$ cat src/rtl/cube_pkg.sv
// Shared constants, scan FSM states and voxel indexing for the 8x8x8 LED cube driver.
package cube_pkg;

    localparam int CUBE_DIM   = 8;
    localparam int LAYER_BITS = CUBE_DIM * CUBE_DIM;
    localparam int FRAME_BITS = LAYER_BITS * CUBE_DIM;

    typedef enum logic [1:0] {
        BLANK   = 2'd0,
        SHIFT   = 2'd1,
        LATCH   = 2'd2,
        DISPLAY = 2'd3
    } scan_state_t;

    function automatic int unsigned idx(input int unsigned x, input int unsigned y,
                                        input int unsigned z);
        return z * LAYER_BITS + y * CUBE_DIM + x;
    endfunction

    // Width of a counter that runs 0..n-1; never narrower than one bit.
    function automatic int cnt_width(input int n);
        return (n > 1) ? $clog2(n) : 1;
    endfunction

endpackage

$ cat src/rtl/cube_shift_tx.sv
// Serialises one 64-bit layer word MSB first into a 74HC595-style chain.
// Each bit is a CLK_DIV-cycle low phase (data changes on entry) then a CLK_DIV-cycle high phase.
module cube_shift_tx
    import cube_pkg::*;
#(
    parameter int CLK_DIV = 4
) (
    input  logic                  clk,
    input  logic                  rst_n,
    input  logic                  start,
    input  logic [LAYER_BITS-1:0] word,
    output logic                  done,
    output logic                  ser_clk,
    output logic                  ser_data
);

    localparam int DIV_W = cnt_width(CLK_DIV);
    localparam int BIT_W = cnt_width(LAYER_BITS);
    localparam logic [DIV_W-1:0] DIV_LAST = DIV_W'(CLK_DIV - 1);
    localparam logic [BIT_W-1:0] BIT_LAST = BIT_W'(LAYER_BITS - 1);

    logic                  busy_reg;
    logic [DIV_W-1:0]      div_reg;
    logic [BIT_W-1:0]      bit_reg;
    logic [LAYER_BITS-1:0] shift_reg;
    logic                  ser_clk_reg;
    logic                  ser_data_reg;
    logic                  phase_end;

    assign phase_end = busy_reg && (div_reg == DIV_LAST);
    // Asserted during the final high-phase cycle so the caller leaves SHIFT on the same edge.
    assign done      = phase_end && ser_clk_reg && (bit_reg == BIT_LAST);
    assign ser_clk   = ser_clk_reg;
    assign ser_data  = ser_data_reg;

    always_ff @(posedge clk or negedge rst_n) begin
        if (!rst_n) begin
            busy_reg     <= 1'b0;
            div_reg      <= '0;
            bit_reg      <= '0;
            shift_reg    <= '0;
            ser_clk_reg  <= 1'b0;
            ser_data_reg <= 1'b0;
        end else if (start) begin
            busy_reg     <= 1'b1;
            div_reg      <= '0;
            bit_reg      <= '0;
            shift_reg    <= {word[LAYER_BITS-2:0], 1'b0};
            ser_data_reg <= word[LAYER_BITS-1];
            ser_clk_reg  <= 1'b0;
        end else if (busy_reg) begin
            if (!phase_end) begin
                div_reg <= div_reg + 1'b1;
            end else begin
                div_reg <= '0;
                if (!ser_clk_reg) begin
                    ser_clk_reg <= 1'b1;
                end else begin
                    ser_clk_reg <= 1'b0;
                    if (bit_reg == BIT_LAST) begin
                        busy_reg <= 1'b0;
                    end else begin
                        bit_reg      <= bit_reg + 1'b1;
                        ser_data_reg <= shift_reg[LAYER_BITS-1];
                        shift_reg    <= {shift_reg[LAYER_BITS-2:0], 1'b0};
                    end
                end
            end
        end
    end

endmodule

$ cat src/rtl/cube_scan_driver.sv
// Double-buffered 8x8x8 LED cube scanner: BLANK -> SHIFT -> LATCH -> DISPLAY per layer,
// swapping in a pending frame only after layer 7 so the display never tears.
module cube_scan_driver
    import cube_pkg::*;
#(
    parameter int CLK_DIV      = 4,
    parameter int LAYER_HOLD   = 2048,
    parameter int BLANK_CYCLES = 4
) (
    input  logic                  clk,
    input  logic                  rst_n,
    input  logic [FRAME_BITS-1:0] cells,
    input  logic                  frame_valid,
    output logic                  frame_ready,
    output logic [CUBE_DIM-1:0]   layer_en,
    output logic                  ser_data,
    output logic                  ser_clk,
    output logic                  ser_latch,
    output logic                  ser_oe_n,
    output logic                  frame_sync
);

    localparam int HOLD_MAX = (LAYER_HOLD > CLK_DIV) ? LAYER_HOLD : CLK_DIV;
    localparam int CNT_TOP  = (HOLD_MAX > BLANK_CYCLES) ? HOLD_MAX : BLANK_CYCLES;
    localparam int CNT_W    = cnt_width(CNT_TOP);
    localparam int Z_W      = $clog2(CUBE_DIM);
    localparam logic [CNT_W-1:0] CNT_LAST   = CNT_W'(CNT_TOP - 1);
    localparam logic [CNT_W-1:0] BLANK_LAST = CNT_W'(BLANK_CYCLES - 1);
    localparam logic [CNT_W-1:0] LATCH_LAST = CNT_W'(CLK_DIV - 1);
    localparam logic [CNT_W-1:0] HOLD_LAST  = CNT_W'(LAYER_HOLD - 1);
    localparam logic [Z_W-1:0]   LAYER_LAST = Z_W'(CUBE_DIM - 1);

    scan_state_t           state_reg, state_next;
    logic [CNT_W-1:0]      cnt_reg;
    logic [Z_W-1:0]        layer_reg;
    logic [FRAME_BITS-1:0] active_reg;
    logic [FRAME_BITS-1:0] pending_reg;
    logic                  frame_ready_reg;
    logic                  frame_sync_reg;
    logic [CUBE_DIM-1:0]   layer_en_reg;
    logic                  ser_latch_reg;
    logic                  ser_oe_n_reg;

    logic                  tx_start;
    logic                  tx_done;
    logic                  layer_done;
    logic                  capture;
    logic                  swap;
    logic [CUBE_DIM-1:0]   layer_onehot;
    logic [LAYER_BITS-1:0] layer_slice [CUBE_DIM];

    generate
        for (genvar gi = 0; gi < CUBE_DIM; gi++) begin : g_slice
            assign layer_slice[gi] = active_reg[gi*LAYER_BITS +: LAYER_BITS];
        end
    endgenerate

    assign layer_onehot = {{(CUBE_DIM-1){1'b0}}, 1'b1} << layer_reg;
    assign capture      = frame_valid && frame_ready_reg;
    // Pending is full exactly when frame_ready is low, so capture and swap never coincide.
    assign swap         = layer_done && (layer_reg == LAYER_LAST) && !frame_ready_reg;

    always_comb begin
        state_next = state_reg;
        tx_start   = 1'b0;
        layer_done = 1'b0;
        case (state_reg)
            BLANK: begin
                if (cnt_reg == BLANK_LAST) begin
                    state_next = SHIFT;
                    tx_start   = 1'b1;
                end
            end
            SHIFT: begin
                if (tx_done) state_next = LATCH;
            end
            LATCH: begin
                if (cnt_reg == LATCH_LAST) state_next = DISPLAY;
            end
            DISPLAY: begin
                if (cnt_reg == HOLD_LAST) begin
                    state_next = BLANK;
                    layer_done = 1'b1;
                end
            end
            default: state_next = BLANK;
        endcase
    end

    always_ff @(posedge clk or negedge rst_n) begin
        if (!rst_n) begin
            state_reg <= BLANK;
            cnt_reg   <= '0;
            layer_reg <= '0;
        end else begin
            state_reg <= state_next;
            if (state_next != state_reg) begin
                cnt_reg <= '0;
            end else if (cnt_reg != CNT_LAST) begin
                cnt_reg <= cnt_reg + 1'b1;
            end
            if (layer_done) begin
                layer_reg <= (layer_reg == LAYER_LAST) ? '0 : layer_reg + 1'b1;
            end
        end
    end

    always_ff @(posedge clk or negedge rst_n) begin
        if (!rst_n) begin
            active_reg      <= '0;
            pending_reg     <= '0;
            frame_ready_reg <= 1'b1;
            frame_sync_reg  <= 1'b0;
        end else begin
            if (capture) begin
                pending_reg     <= cells;
                frame_ready_reg <= 1'b0;
            end else if (swap) begin
                active_reg      <= pending_reg;
                frame_ready_reg <= 1'b1;
            end
            frame_sync_reg <= swap;
        end
    end

    // Drive strobes from the next state so they are glitch-free registers aligned with the FSM.
    always_ff @(posedge clk or negedge rst_n) begin
        if (!rst_n) begin
            layer_en_reg  <= '0;
            ser_latch_reg <= 1'b0;
            ser_oe_n_reg  <= 1'b1;
        end else begin
            layer_en_reg  <= (state_next == DISPLAY) ? layer_onehot : '0;
            ser_latch_reg <= (state_next == LATCH);
            ser_oe_n_reg  <= (state_next != DISPLAY);
        end
    end

    cube_shift_tx #(
        .CLK_DIV (CLK_DIV)
    ) u_shift_tx (
        .clk      (clk),
        .rst_n    (rst_n),
        .start    (tx_start),
        .word     (layer_slice[layer_reg]),
        .done     (tx_done),
        .ser_clk  (ser_clk),
        .ser_data (ser_data)
    );

    assign frame_ready = frame_ready_reg;
    assign frame_sync  = frame_sync_reg;
    assign layer_en    = layer_en_reg;
    assign ser_latch   = ser_latch_reg;
    assign ser_oe_n    = ser_oe_n_reg;

endmodule

$ cat config.mk
export PLATFORM = sky130hd
export DESIGN_NAME = cube_scan_driver
export DESIGN_NICKNAME = d
export VERILOG_FILES = /design/src/rtl/cube_pkg.sv /design/src/rtl/cube_shift_tx.sv /design/src/rtl/cube_scan_driver.sv
export SDC_FILE = /design/constraint.sdc
export NUM_CORES = 1
export LEC_CHECK = 0
export CORE_MARGIN = 5
export CORE_UTILIZATION = 50
export DETAILED_ROUTE_END_ITERATION = 8
export GPL_TIMING_DRIVEN = 1
export PLACE_DENSITY_LB_ADDON = 0.25
export SLEW_MARGIN = 15
export SYNTH_ARGS = -nofsm -noshare
export SYNTH_HDL_FRONTEND = slang
export SYNTH_SLANG_ARGS = --single-unit
$ cat constraint.sdc
create_clock -name clk -period 3.4 [get_ports clk]
set_clock_uncertainty 0.2 [all_clocks]
set_input_delay 0.34 -clock clk [delete_from_list [all_inputs] [get_ports clk]]
set_output_delay 0.34 -clock clk [all_outputs]
set_load 0.03 [all_outputs]
After elaboration in Yosys (flattened, before gate mapping):

Index checks and enable logic that the tools add are counted.

* add/sub/neg operators: 4
* magnitude comparators: 1
* eq/ne operators: 14
* shift operators: 1
* multiplexer cells: 45
* bitwise gates (word level): 2
* reduce and logical (&&, ||, !) cells: 16

Operator list (count)
* two-way mux 64 bit: 7
* binary-select mux 64 bit (select 3 bit): 1
* two-way mux 6 bit: 5
* two-way mux 11 bit: 2
* two-way mux 1 bit: 20
* two-way mux 2 bit: 7
* adder 11 x 1 -> 11 bit (second input constant): 1
* equality test 11 bit (second input constant): 1
* equality test 11 x 2 -> 1 bit (second input constant): 1
* inequality test 11 bit (second input constant): 1
* equality test 2 bit (second input constant): 5
* nonzero test 2 bit: 5
* two-way mux 8 bit: 1
* one-hot mux 2 bit (4 select lines): 1
* << shifter 1 x 3 -> 8 bit (first input constant): 1
* adder 6 x 1 -> 6 bit (second input constant): 1
* equality test 6 bit (second input constant): 1
* logical AND 1 bit: 6
* >= comparator 4 bit (second input constant): 1
* inequality test 2 bit (second input constant): 2
* inverter 3 -> 4 bit: 1
* AND reduction 2 bit: 2
* AND reduction 4 bit: 1
* adder 3 x 1 -> 3 bit (second input constant): 1
* 8 further kinds: 8

* register bits after elaboration: 1127
* input port bits: 515
* output and inout bits: 14

Depth between registers and ports, before layout:

Gate-level depths: netlist of the first run.

* word-level depth: 8
* depth in mapped cells: 8
* mapped depth without buffers: 5

By module:

A second synthesis of the first run with hierarchy kept.

* cells, all modules: 3155
* area, all modules: 47561.9 µm²

By module, submodules not included
* cube_scan_driver: instances 1, cells each 2655, area an instance 43062.6 µm², seq. area each 26327.8 µm²
* cube_shift_tx: instances 1, cells each 500, area an instance 4499.3 µm², seq. area each 1851.8 µm²

Least setup slack after synthesis of the first run:

No wires, ideal clock.

* path kind: register to register
* start point: register cnt_reg[0]
* end point: register active_reg[423]
* setup time: 0.125 ns
* arrival: 2.173 ns
* path slack: 0.902 ns
* cell stages (with the launch flop): 9
* path buffers: 3
* clock period less this slack: 2.498 ns
* cells stage by stage: dfrtp_1 ha_1 nand4_4 nor4_4 and3b_1 buf_6 buf_8 buf_8 mux2_2

* cells in the longest elaborated chain, start to end: 6

RTL lines
* from (decl): RTL line cube_scan_driver.sv:34 `logic [CNT_W-1:0] cnt_reg;`
* from (signal assigned): RTL line cube_scan_driver.sv:100 `cnt_reg <= cnt_reg + 1'b1;`
* equality test 11 bit: RTL line cube_scan_driver.sv:81 `if (cnt_reg == HOLD_LAST) begin`
* two-way mux 1 bit: RTL line cube_scan_driver.sv:81
* two-way mux 1 bit: RTL line cube_scan_driver.sv:67 `case (state_reg)`
* logical AND 1 bit (2 in series): RTL line cube_scan_driver.sv:61 `assign swap = layer_done && (layer_reg == LAYER_LAST) && !frame_ready_reg;`
* AND reduction 2 bit (no line)
* to (signal assigned): RTL line cube_scan_driver.sv:119 `active_reg <= pending_reg;`
* to (decl): RTL line cube_scan_driver.sv:36 `logic [FRAME_BITS-1:0] active_reg;`

No other way between the ends.
A chain may end at the register's enable or synchronous reset.

Final worst setup path of the first run:

* start point: register cnt_reg[0]
* end point: register active_reg[400]

The elaborated chain is that of the path after synthesis.

==> results.sh, run 1 <==
export IMPL_status="completed"
export IMPL_cp_required_ps=3740
export IMPL_power_density_nw_per_um2=483
export IMPL_tns_ps=0
export IMPL_die_height_microns=315
export IMPL_overflow=0
export IMPL_cts_max_path_buffers=3
export IMPL_fmax_mhz=329
export IMPL_routed_wl_microns=105000
export IMPL_antenna_found_initial=4
export IMPL_critPathKind="flip-flop to flip-flop"
export IMPL_syn_inst=2773
export IMPL_synth_nets=3297
export IMPL_end_kind="flip-flop"
export IMPL_ys_warnings_count=0
export IMPL_crit_buf_inv=2
export IMPL_finalCritPeriodShare_pct=89.3
export IMPL_htreeDepth=3
export IMPL_grt_max_degree=106
export IMPL_max_slew_margin_pct=42.0
export IMPL_grt_usage_pct=21.4
export IMPL_wl_per_cell_microns=22.6
export IMPL_cp_slowest_stage_delay_ps=450
export IMPL_gp_congestion=0.799
export IMPL_layout_drive_gt1_share_pct=29.7
export IMPL_final_antenna_net_count=0
export IMPL_ios=529
export IMPL_cts_setup_buffers=0
export IMPL_setup_violations=0
export IMPL_route_vias_total=25120
export IMPL_nFillCells=6666
export IMPL_synth_avg_cell_area_sq_um=16.8
export IMPL_hold_viol=0
export IMPL_rsz0062_at_grt="false"
export IMPL_cap_violations=0
export IMPL_synthTopCellsByArea="dfrtp_1 (61%), mux2_2 (15%), mux2_1 (9.8%)"
export IMPL_netlist_area_sq_um=46500
export IMPL_via_per_inst=5.39
export IMPL_slowest_stage="nor4_4"
export IMPL_p_leak_nw=29.0
export IMPL_cp_top_family="simple AND/OR/NAND/NOR gates"
export IMPL_cts_root_buf="clkbuf_16"
export IMPL_syn_to_final_growth_pct=23.2
export IMPL_drc=0
export IMPL_startpoint_type="flip-flop"
export IMPL_finalMaxSlewViolations=0
export IMPL_ys_types=45
export IMPL_numCtsBuffers=113
export IMPL_cts_sinks=1126
export IMPL_clkLatencyLatePin_ps=680
export IMPL_finalPower_mw=27.7
export IMPL_synth_edf_count=0
export IMPL_layout_nets=3843
export IMPL_path_max_fanout=40
export IMPL_drtIter0Drc=1337
export IMPL_yosysSeqAreaShare_pct=60.6
export IMPL_finalCriticalPeriod_ps=3040
export IMPL_grt_pass1_vias=28465
export IMPL_regArea_sq_um=28200
export IMPL_yosysMostFrequentCell="dfrtp_1"
export IMPL_port_buffers=528
export IMPL_crit_chain="ha_1 -> nand4_4 -> nor4_4 -> and3b_4 -> buf_12 -> buf_4 -> mux2_2"
export IMPL_postCtsResizedCells=0
export IMPL_die_area_sq_um=99100
export IMPL_hp_class="input pin to flip-flop"
export IMPL_grt_first_pass_wirelength_microns=166000
export IMPL_crit_arrival_ps=3380
export IMPL_synthArstFlopShare_pct=100
export IMPL_synth_top_area_share_pct=60.5
export IMPL_start_util_pct=50.5
export IMPL_cts_tree="yes"
export IMPL_synth_commonest_cells="dfrtp_1 (1124), mux2_2 (618), mux2_1 (406), mux2i_1 (197), mux4_2 (128)"
export IMPL_path_clk_slew_ps=60
export IMPL_multi_input_area_sq_um=17200
export IMPL_tightest_slew_ps=870
export IMPL_core_sq_um=91900
export IMPL_yosysTopAreaCell="dfrtp_1"
export IMPL_synth_seq_cells=1126
export IMPL_fp_dieW_microns=315
export IMPL_drtPass1Iterations=4
export IMPL_dpl_hpwl_microns=73500
export IMPL_synth_ff_type="dfrtp_1"
export IMPL_core_rowCount=111
export IMPL_vdd_ir_drop_max_v=0.000375
-- stage by stage --
step | setup WS, ps | std cells | utilization, % | instance area [sq um] | hold slack, ps
finish | 365 | 4660 | 62.3 | 57300 | 67.6
global route | 165 | 4659 | 62.3 | 57200 | 17.7
CTS | 341 | 4658 | 62.3 | 57200 | 6.08
global placement | 464 | 4446 | 57.9 | 53200 | 219
detailed placement | 395 | 4446 | 57.9 | 53200 | 230
floorplan | 902 | 2773 | - | 46500 | -156
-- routing by layer --
metal | global-route usage [%] | wire length (microns)
met1 | 28.2 | 44200
met2 | 37.1 | 54000
met3 | 3.86 | 4550
met4 | 5.42 | 2520
met5 | 0 | 34
-- final timing paths --
check                               startpoint                to  slack (ps)  cells past startpoint
worst max register to register      cnt_reg[0]   active_reg[400]         360                      7
worst min register to register  pending_reg[9]     active_reg[9]         280                      1
min in group asynchronous                rst_n  pending_reg[509]         120                      2
worst max-delay path                cnt_reg[0]   active_reg[400]         360                      7
max in group asynchronous                rst_n  pending_reg[174]        1890                      3
worst min-delay path                cells[473]  pending_reg[473]          70                      2
-- kinds of logic (layout without fill, tap and decap cells) --
| logic type | Yosys count | in the layout | synth area share (%) |
|---|---|---|---|
| AO/OA/AOI/OAI | 23 | 23 | 0.280 |
| XOR/XNOR | 5 | 5 | 0.0942 |
| adder cells (fa/ha/maj) | 9 | 9 | 0.242 |
| buffers and inverters | 176 | 818 | 2.49 |
| flip-flops | 1126 | 1126 | 60.6 |
| multiplexers | 1349 | 1349 | 35.3 |
| other | 0 | 2 | 0 |
| AND/OR/NAND/NOR | 85 | 85 | 1.00 |
-- worst reg2reg max path: stages, from the launching register on --
cell     delay, ps
dfrtp_1        400
ha_1           300
nand4_4        190
nor4_4         450
and3b_4        340
buf_12         260
buf_4          390
mux2_2         380
-- final cells by class --
| type | instances | area share, % |
|---|---|---|
| antenna | 2 | 0.00874 |
| clock buffer | 162 | 5.79 |
| clock inverter | 49 | 1.25 |
| inverter | 11 | 0.0765 |
| multi-input combinational | 1471 | 30.0 |
| sequential | 1126 | 49.2 |
| tap | 1243 | 2.72 |
| timing repair buffer | 596 | 10.9 |
-- placed cells by master (no fill, tap or decap), types with 2 or more instances in the layout --
cell,Yosys,final
and3_1,12,12
mux2i_1,197,197
buf_12,4,37
clkinvlp_4,0,8
xor2_1,4,4
nor2_1,24,24
nand3_1,5,5
o21ai_0,7,7
nor4_1,2,2
dfstp_2,2,2
buf_4,5,30
clkbuf_8,0,24
a31oi_1,5,5
or4_1,2,2
nand4_1,6,6
nand2_1,13,12
clkdlybuf4s50_1,0,527
dfrtp_4,0,2
ha_1,9,9
a21oi_1,5,5
nor2b_1,2,2
inv_1,10,10
diode_2,0,2
or3_1,2,2
nor3_1,8,8
mux2_2,618,618
dfrtp_1,1124,1122
clkinv_2,0,20
clkbuf_16,0,116
clkbuf_1,71,22
mux2_1,406,406
bufinv_16,0,17
inv_6,0,3
mux4_2,128,128
-- power by group --
group          internal (mW)  switching [mW]  total, mW
sequential              13.4               0       13.4
clock                   8.06            5.19       13.2
combinational          0.562           0.441       1.00
-- repair_timing --
action,4_1_cts,5_1_grt
hold endpoints to repair,46,0
hold buffers,1,0
endpoints found under the setup margin,0,0
(Power assumes the default switching activity.)
==> inputs of run 2 (changes only) <==
CAP_MARGIN = 15   (was not set)
==> results of run 2 <==
No change in the layout: final DEF, timing and power equal those of run 1.
==> inputs of run 3 (changes only) <==
CORE_MARGIN = 2   (was 5)
==> run 3 against run 2 <==
Compared with the run above: first-iteration DRC count up 12%; via count rose by 0.18%; clock power decreased by 6%; register-to-register slack got worse by 40 ps; sequential cell count unchanged; total power decreased by 3.2%; die area shrank 3.8%; critical endpoint is now active_reg[371]; count of clock-buffer cells in the layout rose by 11; sequential share of layout area up 0.28 points; maximum frequency down 1.3%.
==> results.sh, run 3 (synthesized netlist as in run 1, its figures left out) <==
export IMPL_tightest_slew_ps=1040
export IMPL_cap_violations=0
export IMPL_drtPass1Iterations=5
export IMPL_post_route_util_pct=61.9
export IMPL_htreeDepth=3
export IMPL_core_rowCount=111
export IMPL_ios=529
export IMPL_fp_dieW_microns=309
export IMPL_finalCritPeriodShare_pct=90.4
export IMPL_finalCriticalPeriod_ps=3070
export IMPL_p_leak_nw=28.9
export IMPL_hold_ws_ps=54.9
export IMPL_final_common_cell="dfrtp_1"
export IMPL_clkLatencyLatePin_ps=700
export IMPL_setup_violations=0
export IMPL_routed_wl_microns=105000
export IMPL_start_util_pct=50.5
export IMPL_max_slew_margin_pct=30.9
export IMPL_cp_required_ps=3750
export IMPL_cts_sinks=1126
export IMPL_drtIter0Drc=1494
export IMPL_combPwrFrac_pct=3.7
export IMPL_via_per_inst=5.40
export IMPL_numCtsBuffers=114
export IMPL_grt_pass1_vias=28521
export IMPL_port_buffers=528
export IMPL_grt_first_pass_wirelength_microns=165000
export IMPL_cts_root_buf="clkbuf_16"
export IMPL_layout_nets=3848
export IMPL_cts_tree="yes"
export IMPL_p_seq_share_pct=50.1
export IMPL_power_share_switching_pct=20.9
export IMPL_vdd_ir_drop_max_v=0.000449
export IMPL_die_area_sq_um=95400
export IMPL_holdPathStages=2
export IMPL_drc=0
export IMPL_r2r_slack_ps=330
export IMPL_hp_class="input pin to flip-flop"
export IMPL_crit_arrival_ps=3430
export IMPL_switching_power_mw=5.60
export IMPL_crit_end="active_reg[371]"
export IMPL_overflow=0
export IMPL_r2r_cells=7
export IMPL_critPathLaunch="cnt_reg[0]"
export IMPL_gp_congestion=0.790
export IMPL_tns_ps=0
export IMPL_grt_usage_pct=22.4
export IMPL_rsz0062_at_grt="false"
export IMPL_layout_drive_gt1_share_pct=29.7
export IMPL_startpoint_type="flip-flop"
export IMPL_regArea_sq_um=28200
export IMPL_antenna_found_initial=7
export IMPL_end_kind="flip-flop"
export IMPL_power_density_nw_per_um2=470
export IMPL_wl_per_cell_microns=22.6
export IMPL_path_clk_slew_ps=60
export IMPL_r2r_end="active_reg[371]"
export IMPL_fmax_mhz=325
export IMPL_p_int_mw=21.2
export IMPL_syn_to_final_growth_pct=22.5
export IMPL_final_antenna_net_count=0
export IMPL_dpl_hpwl_microns=72500
export IMPL_die_height_microns=309
export IMPL_grt_max_degree=133
export IMPL_rr_startpoint="cnt_reg[0]"
export IMPL_nFillCells=6721
export IMPL_fin_area_sq_um=56900
export IMPL_multi_input_area_sq_um=17200
export IMPL_final_cell_mix="dfrtp_1 (1122), mux2_2 (618), clkdlybuf4s50_1 (527)"
export IMPL_core_sq_um=91900
export IMPL_p_clk_share_pct=46.2
export IMPL_place_area_sq_um=53100
export IMPL_path_max_fanout=29
export IMPL_route_vias_total=25164
export IMPL_cts_max_path_buffers=3
export IMPL_status="completed"
export IMPL_critPathKind="flip-flop to flip-flop"
export IMPL_finalMaxSlewViolations=0
export IMPL_hold_viol=0
run 3: cell count changes in the layout (fill, tap and decap cells not counted), sizes merged:
cell      change
clkbuf       +11
clkinvlp      -6
buf           +4
clkinv        +7
diode         -1
bufinv       -14
run 3: per-layer routing:
layer  routed length [microns]  vias to the layer above  track usage [%]
li1                          -                    11211                -
met3                      4350                      174             3.98
met2                     53400                      518             38.5
met1                     44600                    13249             29.3
met4                      2790                       12             6.74
met5                        78                        -                0
run 3: stage by stage:
stage                     power, mW  std cells  worst slack, ps
after floorplan                13.7       2773              902
after global placement         14.7       4450              453
after detailed placement       14.7       4450              349
after CTS                      27.1       4660              311
after global routing           27.7       4661              147
final                          26.8       4661              326
run 3: how the worst min path moves through the flow:
| stage | startpoint | to |
|---|---|---|
| 6_report | cells[303] | pending_reg[303] |
| 5_1_grt | cells[351] | pending_reg[351] |
| 4_1_cts | cells[174] | pending_reg[174] |
| 3_5_place_dp | rst_n | pending_reg[2] |
| 3_3_place_gp | rst_n | pending_reg[130] |
| 2_1_floorplan | rst_n | active_reg[0] |
run 3: critical path, cell delays in order (launching register included):
cell,delay (ps)
dfrtp_1,400
ha_1,300
nand4_4,190
nor4_4,450
and3b_4,330
buf_12,210
buf_4,410
mux2_1,370
run 3: what timing repair did:
action	CTS	global route
setup endpoints to repair	0	0
setup buffers	0	0
resized for setup	0	0
hold buffers	1	0
hold endpoints to repair	200	0
run 3: power groups by stage:
stage | registers (mW) | logic [mW] | clock network (mW)
6_report | 13.4 | 0.993 | 12.4
5_1_grt | 13.4 | 1.08 | 13.2
4_1_cts | 13.4 | 1.02 | 12.7
3_5_place_dp | 13.6 | 1.02 | 0
3_3_place_gp | 13.6 | 1.01 | 0
2_1_floorplan | 13.6 | 0.00686 | 0
run 3: area by class of cell:
class	instances	share of cell area, %
flip-flops and latches	1126	49.5
multi-input cells	1471	30.2
repair buffers	600	10.9
clock buffers	173	6.07
well taps	1243	2.73
clock inverters	36	0.547
inverters	11	0.0769
diodes	1	0.00440
